$ cat src/rtl/rgb_pkg.sv
// Shared types and constants for the multi-LED RGB PWM sequencer.
package rgb_pkg;

    localparam int unsigned DUTY_W = 16;

    typedef enum logic [1:0] {
        OFF   = 2'd0,
        SOLID = 2'd1,
        BLINK = 2'd2,
        RSVD  = 2'd3
    } led_mode_t;

    localparam logic [2:0] RED     = 3'b100;
    localparam logic [2:0] GREEN   = 3'b010;
    localparam logic [2:0] BLUE    = 3'b001;
    localparam logic [2:0] MAGENTA = 3'b101;
    localparam logic [2:0] YELLOW  = 3'b110;
    localparam logic [2:0] WHITE   = 3'b111;

    localparam int unsigned R_IDX = 2;
    localparam int unsigned G_IDX = 1;
    localparam int unsigned B_IDX = 0;

    // duty is held at the widest supported PWM width; narrower counters are zero-extended
    typedef struct packed {
        logic [2:0]        color;
        logic [DUTY_W-1:0] duty;
        led_mode_t         mode;
    } led_cfg_t;

    typedef enum logic {
        ST_IDLE = 1'b0,
        ST_PEND = 1'b1
    } cmd_state_t;

    // Unregistered {R,G,B} level for one LED at the given PWM count and blink phase
    function automatic logic [2:0] led_raw(input led_cfg_t cfg,
                                           input logic [DUTY_W-1:0] cnt,
                                           input logic blink_on);
        logic en;
        en = (cfg.mode == SOLID) || ((cfg.mode == BLINK) && blink_on);
        return (en && (cnt < cfg.duty)) ? cfg.color : 3'b000;
    endfunction

endpackage

$ cat src/rtl/module_rgb_pwm_sequencer_if.sv
// Command port of the RGB PWM sequencer: one valid/ready transfer per LED update.
interface module_rgb_pwm_sequencer_if #(
    parameter int unsigned LED_W    = 1,
    parameter int unsigned PWM_BITS = 8
);
    logic                cmd_valid_i;
    logic                cmd_ready_o;
    logic [LED_W-1:0]    cmd_led_i;
    logic [2:0]          cmd_color_i;
    logic [PWM_BITS-1:0] cmd_duty_i;
    logic [1:0]          cmd_mode_i;

    modport master (
        output cmd_valid_i, cmd_led_i, cmd_color_i, cmd_duty_i, cmd_mode_i,
        input  cmd_ready_o
    );

    modport slave (
        input  cmd_valid_i, cmd_led_i, cmd_color_i, cmd_duty_i, cmd_mode_i,
        output cmd_ready_o
    );
endinterface

$ cat src/rtl/module_rgb_pwm_sequencer_timebase.sv
// Prescaler, PWM counter, frame counter and global blink phase.
module module_pwm_timebase #(
    parameter int unsigned PWM_BITS     = 8,
    parameter int unsigned PRESC        = 40,
    parameter int unsigned BLINK_FRAMES = 64
) (
    input  logic                clk_i,
    input  logic                rst_i,
    output logic [PWM_BITS-1:0] pwm_cnt,
    output logic                frame_tick_c,
    output logic                blink_on
);
    localparam int unsigned PRESC_W = (PRESC > 1) ? $clog2(PRESC) : 1;
    localparam int unsigned FRAME_W = (BLINK_FRAMES > 1) ? $clog2(BLINK_FRAMES) : 1;

    logic [PRESC_W-1:0] presc_q;
    logic [FRAME_W-1:0] frame_q;
    logic               tick_c;

    assign tick_c       = (presc_q == PRESC_W'(PRESC - 1));
    assign frame_tick_c = tick_c && (pwm_cnt == '1);

    always_ff @(posedge clk_i or posedge rst_i) begin
        if (rst_i) begin
            presc_q  <= '0;
            pwm_cnt  <= '0;
            frame_q  <= '0;
            blink_on <= 1'b1;
        end else begin
            presc_q <= tick_c ? '0 : presc_q + PRESC_W'(1);
            if (tick_c) begin
                pwm_cnt <= pwm_cnt + PWM_BITS'(1);
            end
            // blink phase flips every BLINK_FRAMES boundaries
            if (frame_tick_c) begin
                if (frame_q == FRAME_W'(BLINK_FRAMES - 1)) begin
                    frame_q  <= '0;
                    blink_on <= ~blink_on;
                end else begin
                    frame_q <= frame_q + FRAME_W'(1);
                end
            end
        end
    end

endmodule

$ cat src/rtl/module_rgb_pwm_sequencer.sv
// Multi-LED RGB PWM controller; commands are shadowed and applied on frame boundaries.
module module_rgb_pwm_sequencer
    import rgb_pkg::*;
#(
    parameter int unsigned N_LEDS       = 2,
    parameter int unsigned PWM_BITS     = 8,
    parameter int unsigned PRESC        = 40,
    parameter int unsigned BLINK_FRAMES = 64,
    parameter bit          ACTIVE_LOW   = 1'b0
) (
    input  logic                       clk_i,
    input  logic                       rst_i,
    module_rgb_pwm_sequencer_if.slave  cmd,
    output logic [3*N_LEDS-1:0]        rgb_o,
    output logic                       frame_o
);
    localparam int unsigned LED_W = (N_LEDS > 1) ? $clog2(N_LEDS) : 1;
    localparam logic [3*N_LEDS-1:0] RGB_INV = {(3*N_LEDS){ACTIVE_LOW}};

    logic [PWM_BITS-1:0] pwm_cnt;
    logic                frame_tick_c;
    logic                blink_on;

    cmd_state_t          state_q;
    logic [LED_W-1:0]    shadow_led_q;
    led_cfg_t            shadow_cfg_q;
    led_cfg_t            cfg_q [N_LEDS];
    logic [3*N_LEDS-1:0] raw_c;

    module_pwm_timebase #(
        .PWM_BITS     (PWM_BITS),
        .PRESC        (PRESC),
        .BLINK_FRAMES (BLINK_FRAMES)
    ) u_timebase (
        .clk_i        (clk_i),
        .rst_i        (rst_i),
        .pwm_cnt      (pwm_cnt),
        .frame_tick_c (frame_tick_c),
        .blink_on     (blink_on)
    );

    // Per-LED channel levels before the output register
    always_comb begin
        raw_c = '0;
        for (int i = 0; i < N_LEDS; i++) begin
            raw_c[3*i +: 3] = led_raw(cfg_q[i], DUTY_W'(pwm_cnt), blink_on);
        end
    end

    // Command FSM: IDLE accepts into the shadow, PEND waits for the next frame boundary
    always_ff @(posedge clk_i or posedge rst_i) begin
        if (rst_i) begin
            state_q         <= ST_IDLE;
            cmd.cmd_ready_o <= 1'b1;
            shadow_led_q    <= '0;
            shadow_cfg_q    <= '0;
            for (int i = 0; i < N_LEDS; i++) begin
                cfg_q[i] <= '0;
            end
            rgb_o   <= RGB_INV;
            frame_o <= 1'b0;
        end else begin
            rgb_o   <= raw_c ^ RGB_INV;
            frame_o <= frame_tick_c;
            case (state_q)
                ST_IDLE: begin
                    if (cmd.cmd_valid_i) begin
                        shadow_led_q       <= cmd.cmd_led_i;
                        shadow_cfg_q.color <= cmd.cmd_color_i;
                        shadow_cfg_q.duty  <= DUTY_W'(cmd.cmd_duty_i);
                        shadow_cfg_q.mode  <= led_mode_t'(cmd.cmd_mode_i);
                        state_q            <= ST_PEND;
                        cmd.cmd_ready_o    <= 1'b0;
                    end
                end
                ST_PEND: begin
                    // out-of-range LED indices are consumed without effect
                    if (frame_tick_c) begin
                        if (32'(shadow_led_q) < N_LEDS) begin
                            cfg_q[shadow_led_q] <= shadow_cfg_q;
                        end
                        state_q         <= ST_IDLE;
                        cmd.cmd_ready_o <= 1'b1;
                    end
                end
                default: begin
                    state_q         <= ST_IDLE;
                    cmd.cmd_ready_o <= 1'b1;
                end
            endcase
        end
    end

endmodule

$ cat src/flat_wrapper.sv
// flat-port wrapper written by rule: the top's interface ports become plain ports
module module_rgb_pwm_sequencer_flat import rgb_pkg::*;
#(
    parameter int unsigned N_LEDS       = 2,
    parameter int unsigned PWM_BITS     = 8,
    parameter int unsigned PRESC        = 40,
    parameter int unsigned BLINK_FRAMES = 64,
    parameter bit          ACTIVE_LOW   = 1'b0
)
  (clk_i, rst_i, rgb_o, frame_o, cmd_cmd_valid_i, cmd_cmd_led_i, cmd_cmd_color_i, cmd_cmd_duty_i, cmd_cmd_mode_i, cmd_cmd_ready_o);
  module_rgb_pwm_sequencer_if #(.LED_W(1), .PWM_BITS(PWM_BITS)) cmd_i ();
  input  logic clk_i;
  input  logic rst_i;
  output logic [3*N_LEDS-1:0] rgb_o;
  output logic frame_o;
  input wire logic [$bits(cmd_i.cmd_valid_i)-1:0] cmd_cmd_valid_i;
  input wire logic [$bits(cmd_i.cmd_led_i)-1:0] cmd_cmd_led_i;
  input wire logic [$bits(cmd_i.cmd_color_i)-1:0] cmd_cmd_color_i;
  input wire logic [$bits(cmd_i.cmd_duty_i)-1:0] cmd_cmd_duty_i;
  input wire logic [$bits(cmd_i.cmd_mode_i)-1:0] cmd_cmd_mode_i;
  output wire logic [$bits(cmd_i.cmd_ready_o)-1:0] cmd_cmd_ready_o;
  assign cmd_i.cmd_valid_i = cmd_cmd_valid_i;
  assign cmd_i.cmd_led_i = cmd_cmd_led_i;
  assign cmd_i.cmd_color_i = cmd_cmd_color_i;
  assign cmd_i.cmd_duty_i = cmd_cmd_duty_i;
  assign cmd_i.cmd_mode_i = cmd_cmd_mode_i;
  assign cmd_cmd_ready_o = cmd_i.cmd_ready_o;
  module_rgb_pwm_sequencer #(.N_LEDS(N_LEDS), .PWM_BITS(PWM_BITS), .PRESC(PRESC), .BLINK_FRAMES(BLINK_FRAMES), .ACTIVE_LOW(ACTIVE_LOW)) u_core (.clk_i(clk_i), .rst_i(rst_i), .cmd(cmd_i), .rgb_o(rgb_o), .frame_o(frame_o));
endmodule
$ cat config.mk
export PLATFORM = sky130hd
export DESIGN_NAME = module_rgb_pwm_sequencer_flat
export DESIGN_NICKNAME = d
export VERILOG_FILES = /design/src/rtl/rgb_pkg.sv /design/src/rtl/module_rgb_pwm_sequencer_if.sv /design/src/rtl/module_rgb_pwm_sequencer_timebase.sv /design/src/rtl/module_rgb_pwm_sequencer.sv /design/src/flat_wrapper.sv
export SDC_FILE = /design/constraint.sdc
export NUM_CORES = 1
export LEC_CHECK = 0
export CAP_MARGIN = 25
export CORE_MARGIN = 8
export CORE_UTILIZATION = 45
export DETAILED_ROUTE_END_ITERATION = 12
export PLACE_DENSITY = 0.74
export SLEW_MARGIN = 20
export SYNTH_ARGS = -nofsm -noshare
export SYNTH_HDL_FRONTEND = slang
export SYNTH_HIERARCHICAL = 1
export SYNTH_SLANG_ARGS = --single-unit
$ cat constraint.sdc
create_clock -name clk_i -period 6.53 [get_ports clk_i]
set_input_delay 1.306 -clock clk_i [delete_from_list [all_inputs] [get_ports clk_i]]
set_output_delay 1.306 -clock clk_i [all_outputs]
set_load 0.02 [all_outputs]
==> results of run 1 <==
## final cells by class
| cell class | instances | area share, % |
|---|---|---|
| Clock buffer | 10 | 3.76 |
| Clock inverter | 6 | 1.88 |
| Inverter | 24 | 2.50 |
| Multi-Input combinational cell | 152 | 34.4 |
| Sequential cell | 70 | 48.0 |
| Tap cell | 80 | 2.74 |
| Timing Repair Buffer | 25 | 6.78 |
## final timing paths
path	from	endpoint	slack (ns)
setup / recovery	u_core/cmd.cmd_ready_o	cmd_cmd_ready_o	3.73
hold / removal	u_core/u_timebase/presc_q[0]	u_core/u_timebase/presc_q[0]	0.47
setup reg to reg	u_core/u_timebase/pwm_cnt[1]	u_core/cfg_q[25]	3.77
hold reg to reg	u_core/u_timebase/presc_q[0]	u_core/u_timebase/presc_q[0]	0.47
max in group asynchronous	rst_i	u_core/u_timebase/presc_q[1]	4.59
min in group asynchronous	rst_i	u_core/shadow_cfg_q[4]	1.45
## cells in the final DEF, fill, tap and decap left out, drive strengths merged, types with 5 or more instances in the layout
cell type and n:
dfrtp 68, mux2 41, clkdlybuf4s50 24, inv 24
ha 17, nand2 14, clkbuf 10, o21ai 10
nor2 9, xnor2 8, nand3 5, xor2 5
nand3b 5
## per-stage QoR
stage,util (%),setup WS [ns]
after global routing,54.1,3.61
after detailed placement,51.0,3.77
after floorplan,-,4.05
final,54.1,3.73
after global placement,51.0,3.82
after CTS,54.1,3.70
## cell families after synthesis
group,count (synthesis)
flip-flops,70
AO/OA/AOI/OAI,24
AND/OR/NAND/NOR,57
buffers and inverters,29
adder cells (fa/ha/maj),17
multiplexers,41
XOR/XNOR,13
## registers in the layout, indices dropped and copies added (netlist names)
signal / cells
u_core/cfg_q: 26
u_core/cmd.cmd_ready_o: 1
u_core/frame_o: 1
u_core/rgb_o: 6
u_core/shadow_cfg_q: 13
u_core/shadow_led_q: 1
u_core/state_q: 1
u_core/u_timebase/blink_on: 1
u_core/u_timebase/frame_q: 6
u_core/u_timebase/presc_q: 6
u_core/u_timebase/pwm_cnt: 8
## power by group through the flow
stage	clock, uW	sequential [uW]	combinational, uW
global placement	0	505	58.5
CTS	366	497	60.2
floorplan	0	496	42.2
detailed placement	0	505	59.9
global route	383	502	65.9
finish	351	497	59.0
## layer usage
layer  track usage (%)  wire length, um  up-vias
met5                 0                0        -
met4              7.45              109        0
met3              3.21              167        9
met2              20.0             2740       21
met1              15.1             2600      954
li1                  -                -      927
==> summary.txt, run 1 <==
Warnings from Yosys: 6
Slew HR: 45.3%
Setup TNS: 0 ns
Worst setup SP type: flop
DRT iter0 DRCs: 63
CP required: 5.22 ns
DRT Wirelength: 5620 um
Vias in the first global route: 2139
Initial antenna violation count: 0
Setup Skew: 0.00873 ns
CP Max Fanout: 3
Clock power share: 38.7%
Final instance area: 3660 um^2
Final Non-Filler Cells: 367
CTS tree: built
Kind of critical path: reg -> out
EDFF count, synth: 0
Worst endpoint data arrival time: 1.49 ns
Slew Limit Fails: 0
DR vias/cell: 5.21
Die Area: 9900 um^2
Synth Area in Compound Gates: 4.71%
Final worst hold slack: 0.469 ns
Logic pwr share: 6.5%
Unique masters post-synth: 35
Int Power: 696 uW
XOR/XNOR share of the synthesized area: 3.63%
Synthesized cell area: 3140 um^2
Most frequent cell after synthesis: dfrtp_1
Fin. Hold Viols: 0
Ys async rst share: 100%
Adder-Cell Fraction of Synth Area: 6.78%
Least-Margin Pin Slew: 0.820 ns
Hold Buf Count CTS: 0
DRC: 0
Drt first pass iters: 4
Fillers: 589
Slowest-stage cell, CP: clkdlybuf4s50_1
Unrepaired setup endpoints after global routing: false
Worst min path class: reg -> reg
GPL Wtd Cong: 0.783
Chip height: 99.5 um
Flop pwr share: 54.8%
Max rail drop VDD: 0.162 mV
Mapped Cells: 251
CP endpoint kind: output pin
R2R depth: 6
Max incr delay on CP: 0.60 ns
DP Area: 3450 um^2
Status: finished clean
Hold Path Depth: 1
Seq cells post-synth: 70
Tcrit/Tclk final: 42.9%
Crit path buf inv count: 1
Grt ovf: 0
Power density cells: 248 nW/um^2
Drt wl/cell: 15.3 um
Fin crit period: 2.80 ns
First-pass GRT wire length: 9890 um
Avg Cell Area, Syn: 12.5 um^2
Pleak: 0.00170 uW
CTS Sinks: 70
Sw Share: 23.3%
# IOs: 25
Simple-Gate Fraction of Synth Area: 10.2%
Vias: 1911
Syn_nets: 285
Port Buffers: 24
ANT nets after route: 0
Core ar.: 6760 um^2
WP depth: 1
H-tree levels: 3
Max clock buf depth: 2
Leading area contributor after synthesis: dfrtp_1
Storage element area: 1750 um^2
Post-synth top area share: 54.2%
Max-Cap Viols: 0
Synth top area cells: dfrtp_1, mux2_2, ha_1
Main combinational cell family by area after synthesis: multiplexers
# rows: 30
Post-DP HPWL: 4110 um
Cts bufs inserted: 9
Family with the most delay on the worst path: buffers and inverters
Top cells by count, synth: dfrtp_1, mux2_2, inv_1, ha_1, nand2_1
Final setup vio count: 0
Post-CTS Setup Inserts: 0
Power Total: 907 uW
Final #Nets: 316
Multi-input logic area: 1260 um^2
Share of cells above drive strength 1: 21.6%
Mux cell area share after synthesis: 14.7%
Resize count post-CTS: 0
Sequential element share of the synthesized area: 55.9%
Clock insertion delay at the later pin of the skew report: 0.34 ns
Area Overhead vs Synth: 16.6%
FMAX: 357 MHz
Die Wd: 99.5 um
Pin count of the biggest net entering global routing: 50
Initial core utilization: 46.4%
Placed Cells: 351
Antenna Cells: 0
Reg clk slew, reported paths: 0.08 ns
Switch Pwr: 211 uW
Root buffer cell: clkbuf_8
CP Cell Sequence: clkdlybuf4s50_1
Most common flop cell mapped by yosys: dfrtp_1
Global-route usage over all layers: 12.6%
(Power assumes the default switching activity.)
==> run 2, diff against run 1 <==
- clock period: 6.53 -> 2.9 ns (I/O delays scaled with it)
==> summary.txt, run 2 (synthesis results as in run 1) <==
Die Area: 9900 um^2 (unchanged)
CP endpoint kind: flop (was output pin)
Power density cells: 553 nW/um^2 (was 248 nW/um^2)
Drt first pass iters: 4 (unchanged)
Hold Buf Count CTS: 0 (unchanged)
Unrepaired setup endpoints after global routing: false (unchanged)
Post-CTS Setup Inserts: 0 (unchanged)
# rows: 30 (unchanged)
Chip height: 99.5 um (unchanged)
Largest register by flop count: u_core/cfg_q (unchanged)
Pin count of the biggest net entering global routing: 41 (was 50)
Power Total: 2030 uW (was 907 uW)
Initial antenna violation count: 0 (unchanged)
Largest registers: u_core/cfg_q: 26 flops, u_core/shadow_cfg_q: 13 flops, u_core/u_timebase/pwm_cnt: 8 flops (unchanged)
GPL Wtd Cong: 0.820 (was 0.783)
Tcrit/Tclk final: 80.6%
Slew HR: 45.7% (was 45.3%)
Grt ovf: 0 (unchanged)
Share of cells above drive strength 1: 22.7% (was 21.6%)
Max reg flops: 26 (unchanged)
Placed Cells: 355 (was 351)
Commonest cells after routing, fill and taps aside: dfrtp_1, mux2_2, clkdlybuf4s50_1 (unchanged)
Pleak: 0.00171 uW (was 0.00170 uW)
Reg clk slew, reported paths: 0.08 ns (about the same)
H-tree levels: 3 (unchanged)
Vias: 1904 (was 1911)
Worst endpoint data arrival time: 2.57 ns (was 1.49 ns)
Fin. Hold Viols: 0 (unchanged)
CP required: 3.13 ns (was 5.22 ns)
DRT Wirelength: 5560 um (was 5620 um)
Max rail drop VDD: 0.486 mV (was 0.162 mV)
Kind of critical path: reg -> reg (was reg -> out)
Final Non-Filler Cells: 371 (was 367)
Setup TNS: 0 ns (unchanged)
FMAX: 428 MHz
Status: finished clean (unchanged)
DRC: 0 (unchanged)
Core ar.: 6760 um^2 (unchanged)
First-pass GRT wire length: 9680 um (was 9890 um)
CTS tree: built (unchanged)
Setup Skew: 0.00807 ns (was 0.00873 ns)
ANT nets after route: 0 (unchanged)
Resize count post-CTS: 0 (unchanged)
Root buffer cell: clkbuf_8 (unchanged)
Post-DP HPWL: 4040 um (was 4110 um)
Slew Limit Fails: 0 (unchanged)
Drt wl/cell: 15.0 um (was 15.3 um)
Cts bufs inserted: 9 (unchanged)
Max clock buf depth: 2 (unchanged)
CTS Sinks: 70 (unchanged)
Most common cell after layout, fill and taps aside: dfrtp_1 (unchanged)
Port Buffers: 24 (unchanged)
Antenna Cells: 0 (unchanged)
Final #Nets: 320 (was 316)
Worst min path class: reg -> reg (unchanged)
Fin crit period: 2.34 ns
DR vias/cell: 5.13 (was 5.21)
Max-Cap Viols: 0 (unchanged)
DRT iter0 DRCs: 45 (was 63)
Least-Margin Pin Slew: 0.813 ns (was 0.820 ns)
CP Max Fanout: 13 (was 3)
# IOs: 25 (unchanged)
Vias in the first global route: 1972 (was 2139)
Area Overhead vs Synth: 17.2% (was 16.6%)
Worst setup SP type: flop (unchanged)
Initial core utilization: 46.4% (unchanged)
Die Wd: 99.5 um (unchanged)
Final setup vio count: 0 (unchanged)
Global-route usage over all layers: 12.5% (was 12.6%)
Clock insertion delay at the later pin of the skew report: 0.35 ns (was 0.34 ns)
-- run 2: cell count changes in the layout (fill, tap and decap cells not counted), sizes merged --
cell	previous run	this run
buf	1	5
clkbuf	10	9
clkinv	4	3
clkinvlp	1	2
inv	24	25
-- run 2: critical path, stage by stage, from the launching register on --
cell      delay [ns]
dfrtp_1         0.44
ha_1            0.25
nand4b_1        0.13
or4_1           0.64
inv_1           0.18
nand3b_1        0.09
buf_4           0.20
mux2_2          0.29
-- run 2: stage by stage --
step	instance area (um^2)	worst slack [ns]	util (%)	hold WS (ns)
3_5_place_dp	3480	0.569	51.5	0.458
6_report	3670	0.563	54.4	0.475
5_1_grt	3670	0.376	54.4	0.497
4_1_cts	3670	0.551	54.4	0.468
2_1_floorplan	3140	0.739	-	0.425
3_3_place_gp	3480	0.612	51.5	0.438
-- run 2: layout make-up --
| class | instances | area, um^2 |
|---|---|---|
| clock buffer | 9 | 124 |
| clock inverter | 7 | 72.6 |
| fill | 596 | 3080 |
| inverter | 24 | 90.1 |
| multi-input combinational | 152 | 1260 |
| sequential | 70 | 1750 |
| tap | 80 | 100 |
| timing repair buffer | 29 | 278 |
-- run 2: worst paths after layout --
| kind | startpoint | endpoint | slack, ns | depth (start not counted) |
|---|---|---|---|---|
| max in group asynchronous | rst_i | u_core/cfg_q[18] | 1.55 | 3 |
| worst min-delay path | u_core/u_timebase/frame_q[4] | u_core/u_timebase/frame_q[4] | 0.48 | 1 |
| worst min register to register | u_core/u_timebase/frame_q[4] | u_core/u_timebase/frame_q[4] | 0.48 | 1 |
| worst max-delay path | u_core/u_timebase/pwm_cnt[0] | u_core/cfg_q[39] | 0.56 | 7 |
| min in group asynchronous | rst_i | u_core/u_timebase/pwm_cnt[2] | 0.73 | 2 |
| worst max register to register | u_core/u_timebase/pwm_cnt[0] | u_core/cfg_q[39] | 0.56 | 7 |
-- run 2: metal layers --
metal | vias up | wire (um) | GRT usage (%)
met2 | 23 | 2680 | 19.7
met5 | - | 0 | 0
met3 | 12 | 190 | 4.40
met1 | 930 | 2600 | 15.1
li1 | 939 | - | -
met4 | 0 | 91 | 5.70
-- run 2: power breakdown --
group	leakage (uW)	switching, uW	internal, uW
sequential	0.000921	63.5	1060
combinational	0.000695	47.6	87.5
clock	0.0000956	378	398
